===== config.mk =====
export PLATFORM = sky130hd
export DESIGN_NAME = io_unit
export DESIGN_NICKNAME = d
export VERILOG_FILES = /design/src/rtl/mycpu_pkg.sv /design/src/rtl/io_fifo.sv /design/src/rtl/io_unit.sv
export SDC_FILE = /design/constraint.sdc
export NUM_CORES = 1
export LEC_CHECK = 0
export ABC_AREA = 1
export CORE_MARGIN = 2
export CORE_UTILIZATION = 33
export DETAILED_ROUTE_END_ITERATION = 6
export GPL_TIMING_DRIVEN = 1
export PLACE_DENSITY_LB_ADDON = 0.15
export SLEW_MARGIN = 20
export SYNTH_ARGS = -nofsm -noshare
export SYNTH_HDL_FRONTEND = slang
export SYNTH_SLANG_ARGS = --single-unit

===== constraint.sdc =====
create_clock -name clk -period 2.2 [get_ports clk]
set_input_delay 0.22 -clock clk [delete_from_list [all_inputs] [get_ports clk]]
set_output_delay 0.22 -clock clk [all_outputs]
set_load 0.1 [all_outputs]

===== src/rtl/mycpu_pkg.sv =====
// Shared constants for the memory-mapped IO unit: register map, STATUS
// bit positions and RX FIFO sizing.
package mycpu_pkg;

    // Register map, decoded from addr_in[1:0]
    typedef enum logic [1:0] {
        IO_RXDATA = 2'd0,
        IO_TXDATA = 2'd1,
        IO_STATUS = 2'd2,
        IO_TIMER  = 2'd3
    } io_reg_e;

    localparam int unsigned IO_DATA_W     = 16;

    // RX FIFO sizing
    localparam int unsigned IO_FIFO_DEPTH = 4;
    localparam int unsigned IO_FIFO_CNT_W = $clog2(IO_FIFO_DEPTH + 1);

    // STATUS register bit positions; rx_count occupies [2:0]
    localparam int unsigned STAT_TX_VALID   = 3;
    localparam int unsigned STAT_TX_OVR     = 4;
    localparam int unsigned STAT_TIMER_DONE = 5;

endpackage


===== src/rtl/io_fifo.sv =====
// Synchronous RX buffer for io_unit. Push is ignored when full and pop is
// ignored when empty; pointers wrap modulo DEPTH.
module io_fifo
    import mycpu_pkg::*;
#(
    parameter int unsigned DEPTH = IO_FIFO_DEPTH,
    parameter int unsigned W     = IO_DATA_W
) (
    input  logic                              clk,
    input  logic                              rst_n,
    input  logic                              push,
    input  logic                              pop,
    input  logic [W-1:0]                      wdata,
    output logic [W-1:0]                      rdata,
    output logic                              full,
    output logic                              empty,
    output logic [$clog2(DEPTH + 1)-1:0]      count
);

    localparam int unsigned PTR_W = (DEPTH > 1) ? $clog2(DEPTH) : 1;
    localparam int unsigned CNT_W = $clog2(DEPTH + 1);

    logic [W-1:0]     mem [DEPTH];
    logic [PTR_W-1:0] wptr;
    logic [PTR_W-1:0] rptr;
    logic             push_ok;
    logic             pop_ok;

    function automatic logic [PTR_W-1:0] ptr_next(input logic [PTR_W-1:0] p);
        return (p == PTR_W'(DEPTH - 1)) ? '0 : p + 1'b1;
    endfunction

    assign full    = (count == CNT_W'(DEPTH));
    assign empty   = (count == '0);
    assign push_ok = push & ~full;
    assign pop_ok  = pop & ~empty;
    assign rdata   = mem[rptr];

    // Storage array; contents are don't-care until written, so no reset
    always_ff @(posedge clk) begin
        if (push_ok) begin
            mem[wptr] <= wdata;
        end
    end

    // Pointers and occupancy; simultaneous push and pop leave count unchanged
    always_ff @(posedge clk or negedge rst_n) begin
        if (!rst_n) begin
            wptr  <= '0;
            rptr  <= '0;
            count <= '0;
        end else begin
            if (push_ok) begin
                wptr <= ptr_next(wptr);
            end
            if (pop_ok) begin
                rptr <= ptr_next(rptr);
            end
            case ({push_ok, pop_ok})
                2'b10:   count <= count + 1'b1;
                2'b01:   count <= count - 1'b1;
                default: count <= count;
            endcase
        end
    end

endmodule


===== src/rtl/io_unit.sv =====
// Memory-mapped IO unit: RXDATA/TXDATA/STATUS/TIMER registers, a 4-entry
// RX FIFO and a single-word TX holding register with overrun flag.
// Optional down-counter timer enabled by defining IO_UNIT_TIMER_EN.
module io_unit
    import mycpu_pkg::*;
(
    input  logic        clk,
    input  logic        rst_n,
    // CPU side
    input  logic        iom_in,
    input  logic        wen_in,
    input  logic        rd_in,
    input  logic [15:0] addr_in,
    input  logic [15:0] data_in,
    output logic [15:0] data_out,
    // RX side
    input  logic        rx_valid_in,
    input  logic [15:0] rx_data_in,
    output logic        rx_ready_out,
    // TX side
    output logic        tx_valid_out,
    output logic [15:0] tx_data_out,
    input  logic        tx_ready_in
);

    io_reg_e                  reg_sel;
    logic                     rd_act;
    logic                     wr_act;
    logic                     rd_eff;
    logic                     rx_pop;
    logic                     rx_push;
    logic [15:0]              rx_rdata;
    logic                     rx_full;
    logic                     rx_empty;
    logic [IO_FIFO_CNT_W-1:0] rx_count;
    logic                     tx_wr;
    logic                     tx_load;
    logic                     tx_ovr;
    logic                     ovr_set;
    logic                     ovr_clr;
    logic [15:0]              status;
    logic [15:0]              timer_val;
    logic                     timer_done;
    logic                     unused_addr;

    // Upper address bits are not decoded
    assign unused_addr = ^addr_in[15:2];

    assign reg_sel = io_reg_e'(addr_in[1:0]);
    assign rd_act  = iom_in & rd_in;
    assign wr_act  = iom_in & ~wen_in;
    // A write in the same cycle suppresses the read's side effects
    assign rd_eff  = rd_act & ~wr_act;

    assign rx_ready_out = ~rx_full;
    assign rx_push      = rx_valid_in & rx_ready_out;
    assign rx_pop       = rd_eff & (reg_sel == IO_RXDATA);

    io_fifo #(
        .DEPTH (IO_FIFO_DEPTH),
        .W     (IO_DATA_W)
    ) u_rx_fifo (
        .clk   (clk),
        .rst_n (rst_n),
        .push  (rx_push),
        .pop   (rx_pop),
        .wdata (rx_data_in),
        .rdata (rx_rdata),
        .full  (rx_full),
        .empty (rx_empty),
        .count (rx_count)
    );

    assign tx_wr   = wr_act & (reg_sel == IO_TXDATA);
    assign tx_load = tx_wr & (~tx_valid_out | tx_ready_in);
    assign ovr_set = tx_wr & tx_valid_out & ~tx_ready_in;
    assign ovr_clr = wr_act & (reg_sel == IO_STATUS) & data_in[STAT_TX_OVR];

    // TX holding register: load when free or draining, clear on accept
    always_ff @(posedge clk or negedge rst_n) begin
        if (!rst_n) begin
            tx_valid_out <= 1'b0;
            tx_data_out  <= '0;
        end else if (tx_load) begin
            tx_valid_out <= 1'b1;
            tx_data_out  <= data_in;
        end else if (tx_ready_in) begin
            tx_valid_out <= 1'b0;
        end
    end

    // Overrun flag; a set in the same cycle as a clear wins
    always_ff @(posedge clk or negedge rst_n) begin
        if (!rst_n) begin
            tx_ovr <= 1'b0;
        end else if (ovr_set) begin
            tx_ovr <= 1'b1;
        end else if (ovr_clr) begin
            tx_ovr <= 1'b0;
        end
    end

`ifdef IO_UNIT_TIMER_EN
    logic timer_wr;
    logic done_clr;

    assign timer_wr = wr_act & (reg_sel == IO_TIMER);
    assign done_clr = wr_act & (reg_sel == IO_STATUS) & data_in[STAT_TIMER_DONE];

    // Down-counter: load on write, decrement while nonzero, flag on 1->0
    always_ff @(posedge clk or negedge rst_n) begin
        if (!rst_n) begin
            timer_val  <= '0;
            timer_done <= 1'b0;
        end else if (timer_wr) begin
            timer_val  <= data_in;
            timer_done <= 1'b0;
        end else begin
            if (timer_val != '0) begin
                timer_val <= timer_val - 1'b1;
            end
            if (timer_val == 16'd1) begin
                timer_done <= 1'b1;
            end else if (done_clr) begin
                timer_done <= 1'b0;
            end
        end
    end
`else
    assign timer_val  = '0;
    assign timer_done = 1'b0;
`endif

    assign status = {10'b0, timer_done, tx_ovr, tx_valid_out, rx_count[2:0]};

    // Read mux; zero whenever no read is active
    always_comb begin
        data_out = '0;
        if (rd_act) begin
            case (reg_sel)
                IO_RXDATA: data_out = rx_empty ? '0 : rx_rdata;
                IO_TXDATA: data_out = '0;
                IO_STATUS: data_out = status;
                IO_TIMER:  data_out = timer_val;
                default:   data_out = '0;
            endcase
        end
    end

endmodule


# ---- After elaboration in Yosys (flattened, before gate mapping)
# Memories as Yosys holds them, arrays and structs flattened.
# Index checks and enable logic that the tools add are counted.
dict set report classes {
  n_reduce_logical 6
  mux 12
  addsub 4
  eq_ne 8
  bitwise_logic 20
}
# cell n
set ops {}
lappend ops {{$pmux W16 S3} 1}
lappend ops {{$mux W16} 2}
lappend ops {{$and A1 B1 Y1} 13}
lappend ops {{$eq A2 B2 Y1 const B} 5}
lappend ops {{$mux W1} 6}
lappend ops {{$not A1 Y1} 6}
lappend ops {{$pmux W3 S2} 1}
lappend ops {{$reduce_bool A2 Y1} 3}
lappend ops {{$add A2 B1 Y2 const B} 2}
lappend ops {{$eq A2 B1 Y1 const B} 2}
lappend ops {{$mux W2} 2}
lappend ops {{$add A3 B1 Y3 const B} 1}
lappend ops {{$eq A3 B3 Y1 const B} 1}
lappend ops {{$logic_not A3 Y1} 1}
lappend ops {{$sub A3 B1 Y3 const B} 1}
lappend ops {{$logic_not A2 Y1} 1}
lappend ops {{$reduce_or A2 Y1} 1}
lappend ops {{$or A1 B1 Y1} 1}
dict set report totals {
  wordCells 57
  inputBits 55
  ram_bits 64
  mem_count 1
  ff_bits 25
}
# memory depth width rd rd_ports_with_merged_regs write_ports line_no
set memory_table {}
lappend memory_table {u_rx_fifo.mem 4 16 1 0 1 io_fifo.sv:23} ;# logic [W-1:0] mem [DEPTH];

# ---- Longest topological paths before layout
dict set report depth {
  ltp_word 8
  mapped_depth 10
  depth_no_buf 10
}

# ---- Hierarchy
# From an unflattened synthesis, not the netlist that was laid out.
dict set report hier_totals {
  cells_unflattened 381
  area_unflattened_um2 4254.1
}
# mod cells_per_inst instances seq_area_each_um2 area_per_inst_um2
set modules_own_cells {}
lappend modules_own_cells {io_fifo 247 1 2097.0 3243.1}
lappend modules_own_cells {io_unit 134 1 450.4 1011.0}

# ---- Worst setup path before layout
# OpenSTA, ideal clock, no wires.
dict set report synth_timing {
  path_type {flip-flop to flip-flop}
  startpoint {register u_rx_fifo.count[0]}
  endpoint {register u_rx_fifo.count[2]}
  t_arrival_ns 2.817
  path_slack_ns -0.696
  stages_incl_launch_ff 10
  n_path_buf 0
  cell_sequence {dfrtp_1 -> inv_1 -> nand3_1 -> nand2_2 -> ha_1 -> inv_1 -> fa_1 -> or2_2 -> nand2_1 -> xor2_1}
}
dict set report synth_between {
  elab_chain_cells 6
  word_cells_on_any_way 13
}
# element line_no
set synth_lines {}
lappend synth_lines {{from (decl)} io_fifo.sv:17} ;# output logic [$clog2(DEPTH + 1)-1:0] count
lappend synth_lines {{from (signal assigned)} io_fifo.sv:60} ;# 2'b10: count <= count + 1'b1;
lappend synth_lines {{from (signal assigned)} io_fifo.sv:61} ;# 2'b01: count <= count - 1'b1;
lappend synth_lines {{from (signal assigned)} io_fifo.sv:62} ;# default: count <= count;
lappend synth_lines {{$eq A3 B3 Y1 (*)} io_fifo.sv:33} ;# assign full = (count == CNT_W'(DEPTH));
lappend synth_lines {{$not A1 Y1 (*)} io_unit.sv:55} ;# assign rx_ready_out = ~rx_full;
lappend synth_lines {{named net rx_ready_out} io_unit.sv:19} ;# output logic rx_ready_out,
lappend synth_lines {{$and A1 B1 Y1} io_unit.sv:56} ;# assign rx_push = rx_valid_in & rx_ready_out;
lappend synth_lines {{$and A1 B1 Y1 (*)} io_fifo.sv:35} ;# assign push_ok = push & ~full;
lappend synth_lines {{$eq A2 B1 Y1 or $eq A2 B2 Y1 (tied branches)} io_fifo.sv:59} ;# case ({push_ok, pop_ok})
lappend synth_lines {{$pmux W3 S2 or $reduce_bool A2 Y1 (tied branches)} n/a}
# Mark *: on every way through the listed nets, which the timed path passes. The rest lies on a longest branch.
# A chain may end at the register's enable or synchronous reset.

# ---- Final worst setup path
dict set report layout_timing {
  startpoint {register u_rx_fifo.count[2]}
  endpoint {register u_rx_fifo.count[2]}
}
dict set report layout_between {
  word_cells_on_any_way 13
}
# element line_no
set layout_lines {}
lappend layout_lines {{$logic_not A3 Y1 (*)} io_fifo.sv:34} ;# assign empty = (count == '0);
lappend layout_lines {{$not A1 Y1 (*)} io_fifo.sv:36} ;# assign pop_ok = pop & ~empty;
lappend layout_lines {{$and A1 B1 Y1 (*)} io_fifo.sv:36}
lappend layout_lines {{named net u_rx_fifo.pop_ok} io_fifo.sv:27} ;# logic pop_ok;
lappend layout_lines {{$eq A2 B1 Y1 or $eq A2 B2 Y1 (tied branches)} io_fifo.sv:59}
lappend layout_lines {{$pmux W3 S2 or $reduce_bool A2 Y1 (tied branches)} n/a}
# Marks and branches as above.

==> metrics <==
final hold slack=0.253 ns; worst-skew pair later-pin latency=0.34 ns; fill count=999; syn avg cell area=11.1 µm²; maxcap violations=0; Max Buffers Root-to-Sink=2; post-DR wirelength/cell=14.5 µm; Starting Density=0.342; Vias per Instance=4.60; fmax=490 MHz; CTS tree=built; Final Setup Violations=0; initial antenna violation count=0; multiplexer share of the synthesized area=0; number of global-route vias before repair=2615; commonest cells after routing, fill and taps aside=nand2_1 (87), edfxtp_1 (64), nor2_1 (51), clkdlybuf4s50_1 (40), buf_4 (35); Inserted Clock Buffers=9; pwr/cell area=1190 nW/µm²; commonest non-fill, non-tap cell in the layout=nand2_1; Antenna Violating Nets Remaining=0; relative max-transition margin=0.713; ant diodes=0; Tcrit/Tclk final=0.927; Via Count=2636; outcome=completed; HP Class=input pin to async pin; crit path cell chain=inv_1, nand3_2, nand4_1, inv_1, ha_1, inv_1, fa_1, or2_2, nand2_1, xor2_1; Setup CP Type=flip-flop to flip-flop; core area=11000 µm²; Setup WS post-layout=0.160 ns; xor/xnor share of the synthesized area=0.00467; syn nets=401; DR top layer=met4; WP data arrival=2.30 ns; critical path's slowest cell=dfrtp_1; Worst-path clk slew=0.06 ns; first-pass detailed-route iteration total=4; Yosys cell types=28; Req. time, crit path=2.46 ns; Area Overhead vs Synth=37.9%; root buf cell=clkbuf_16; Seq/Total Area, Yosys=0.679; wl on met1=3830 µm; Syn. warnings=0; Most common cell on crit path=inv_1; nets=490; Die H=111 µm; crit path max fanout=3; post-placement cell area=4860 µm²; fin area=5170 µm²; pre-CTS setup slack=-0.0626 ns; share of post-route cells with drive strength above 1=0.222; clock skew=0.00681 ns; met2 routed WL=4120 µm; Post-Synthesis Cells=339; overall routed net length=8310 µm; first-pass GRT wire length=13500 µm; setup tns final=0 ns; Static Leak=2.08 nW; Row Count=38; Period minus WS final=2.04 ns; die width=111 µm; met3 WL post-DR=190 µm; # H-tree levels=3; largest family of logic cells by synthesized area=simple AND/OR/NAND/NOR gates; TritonCTS Sinks=89; remaining global-route overflow=0; Max Slew Vio Count=0; Crit path largest cell delay=0.41 ns; Synth Area in Compound Gates=0.0620; pin count of the biggest net entering global routing=36; I/O Pins=89; Max IR drop VDD=0.000417 V; adder-cell area share of the yosys netlist=0.0254; endpoints failing hold=0; Synth Area in Simple Gates=0.176; flop2flop setup slack=0.16 ns; R2R cell count=10; drc violations=0; DP HPWL=5350 µm; die area=12200 µm²; PortBufs=74; Tot Pwr=6.16 mW; Critical Path Sink Type=flip-flop; DR iter-0 viols=110; Cell Area, Synth=3750 µm²; GRT Total Usage=0.142; CP startpoint kind=flip-flop; number of synthesized register bits=89; GPL Wtd Cong=0.772; Slew @ Worst Pin=0.430 ns
## Yosys cell counts, drive strengths merged
| cell | count | area (µm²) |
|---|---|---|
| xor2 | 1 | 8.76 |
| nand3 | 15 | 85.1 |
| dfrtp | 25 | 626 |
| inv | 21 | 83.8 |
| o21ai | 31 | 155 |
| clkbuf | 2 | 10.0 |
| or2 | 2 | 12.5 |
| o211ai | 1 | 7.51 |
| nor3 | 1 | 5.00 |
| fa | 1 | 20.0 |
| nor2 | 52 | 203 |
| a21oi | 14 | 70.1 |
| xnor2 | 1 | 8.76 |
| nand2 | 90 | 350 |
| nand4 | 1 | 6.26 |
| ha | 6 | 75.1 |
| buf | 11 | 103 |
| edfxtp | 64 | 1920 |
## what timing repair did
action,in CTS,in global routing
setup endpoints to repair,0,14
setup buffers,0,2
hold buffers,0,0
gates resized for setup,0,3
## per-layer routing
layer / vias to the layer above / GRT usage
met5: - / 0
li1: 1315 / -
met2: 36 / 0.240
met3: 10 / 0.0214
met1: 1275 / 0.179
met4: 0 / 0.0683
## worst max-delay path, delay by kind of cell (launching register included)
family                     cells  cell delay, ns
xor gates and xnor gates       1            0.15
adders and majority gates      2            0.51
buffers and inverters          3            0.25
DFF                            1            0.41
and+or+nand+nor                4            0.64
## where the power goes
part           internal (mW)  leakage [nW]  switching [mW]
combinational          0.647          1.05            1.67
sequential              2.18         0.896           0.161
clock                  0.878         0.141           0.625
total                   3.70          2.08            2.46
## through the flow
step / instances / util
after floorplan: 339 / -
after global placement: 555 / 0.443
after detailed placement: 555 / 0.443
after CTS: 571 / 0.469
after global routing: 573 / 0.471
final: 573 / 0.471
## cells by family after synthesis
kind of cell / count (synthesis)
AND/OR/NAND/NOR: 161
flip-flops: 89
AO/OA/AOI/OAI: 46
buffers and inverters: 34
adder cells (fa/ha/maj): 7
XOR/XNOR: 2
## flip-flops by register name, summed over array words and instances, names as in the netlist
| signal | flops |
|---|---|
| u_rx_fifo.mem | 64 |
| tx_data_out | 16 |
| u_rx_fifo.count | 3 |
| tx_valid_out | 1 |
| u_rx_fifo.rptr | 2 |
| tx_ovr | 1 |
| u_rx_fifo.wptr | 2 |
## worst paths after layout
check | startpoint | to
worst max-delay path | u_rx_fifo.count[2] | u_rx_fifo.count[2]
worst min-delay path | rst_n | u_rx_fifo.count[2]
worst max register to register | u_rx_fifo.count[2] | u_rx_fifo.count[2]
worst min register to register | tx_data_out[1] | tx_data_out[1]
max in group asynchronous | rst_n | u_rx_fifo.rptr[1]
min in group clk | data_in[14] | tx_data_out[14]
## area by class of cell
class / count / area (µm²) / share of cell area
Sequential cell: 89 / 2550 / 0.493
Inverter: 21 / 85.1 / 0.0164
Tap cell: 140 / 175 / 0.0339
Timing Repair Buffer: 91 / 983 / 0.190
Multi-Input combinational cell: 216 / 1090 / 0.210
Clock buffer: 9 / 225 / 0.0435
Clock inverter: 7 / 67.6 / 0.0131
Power figures use the tool's default switching activity.
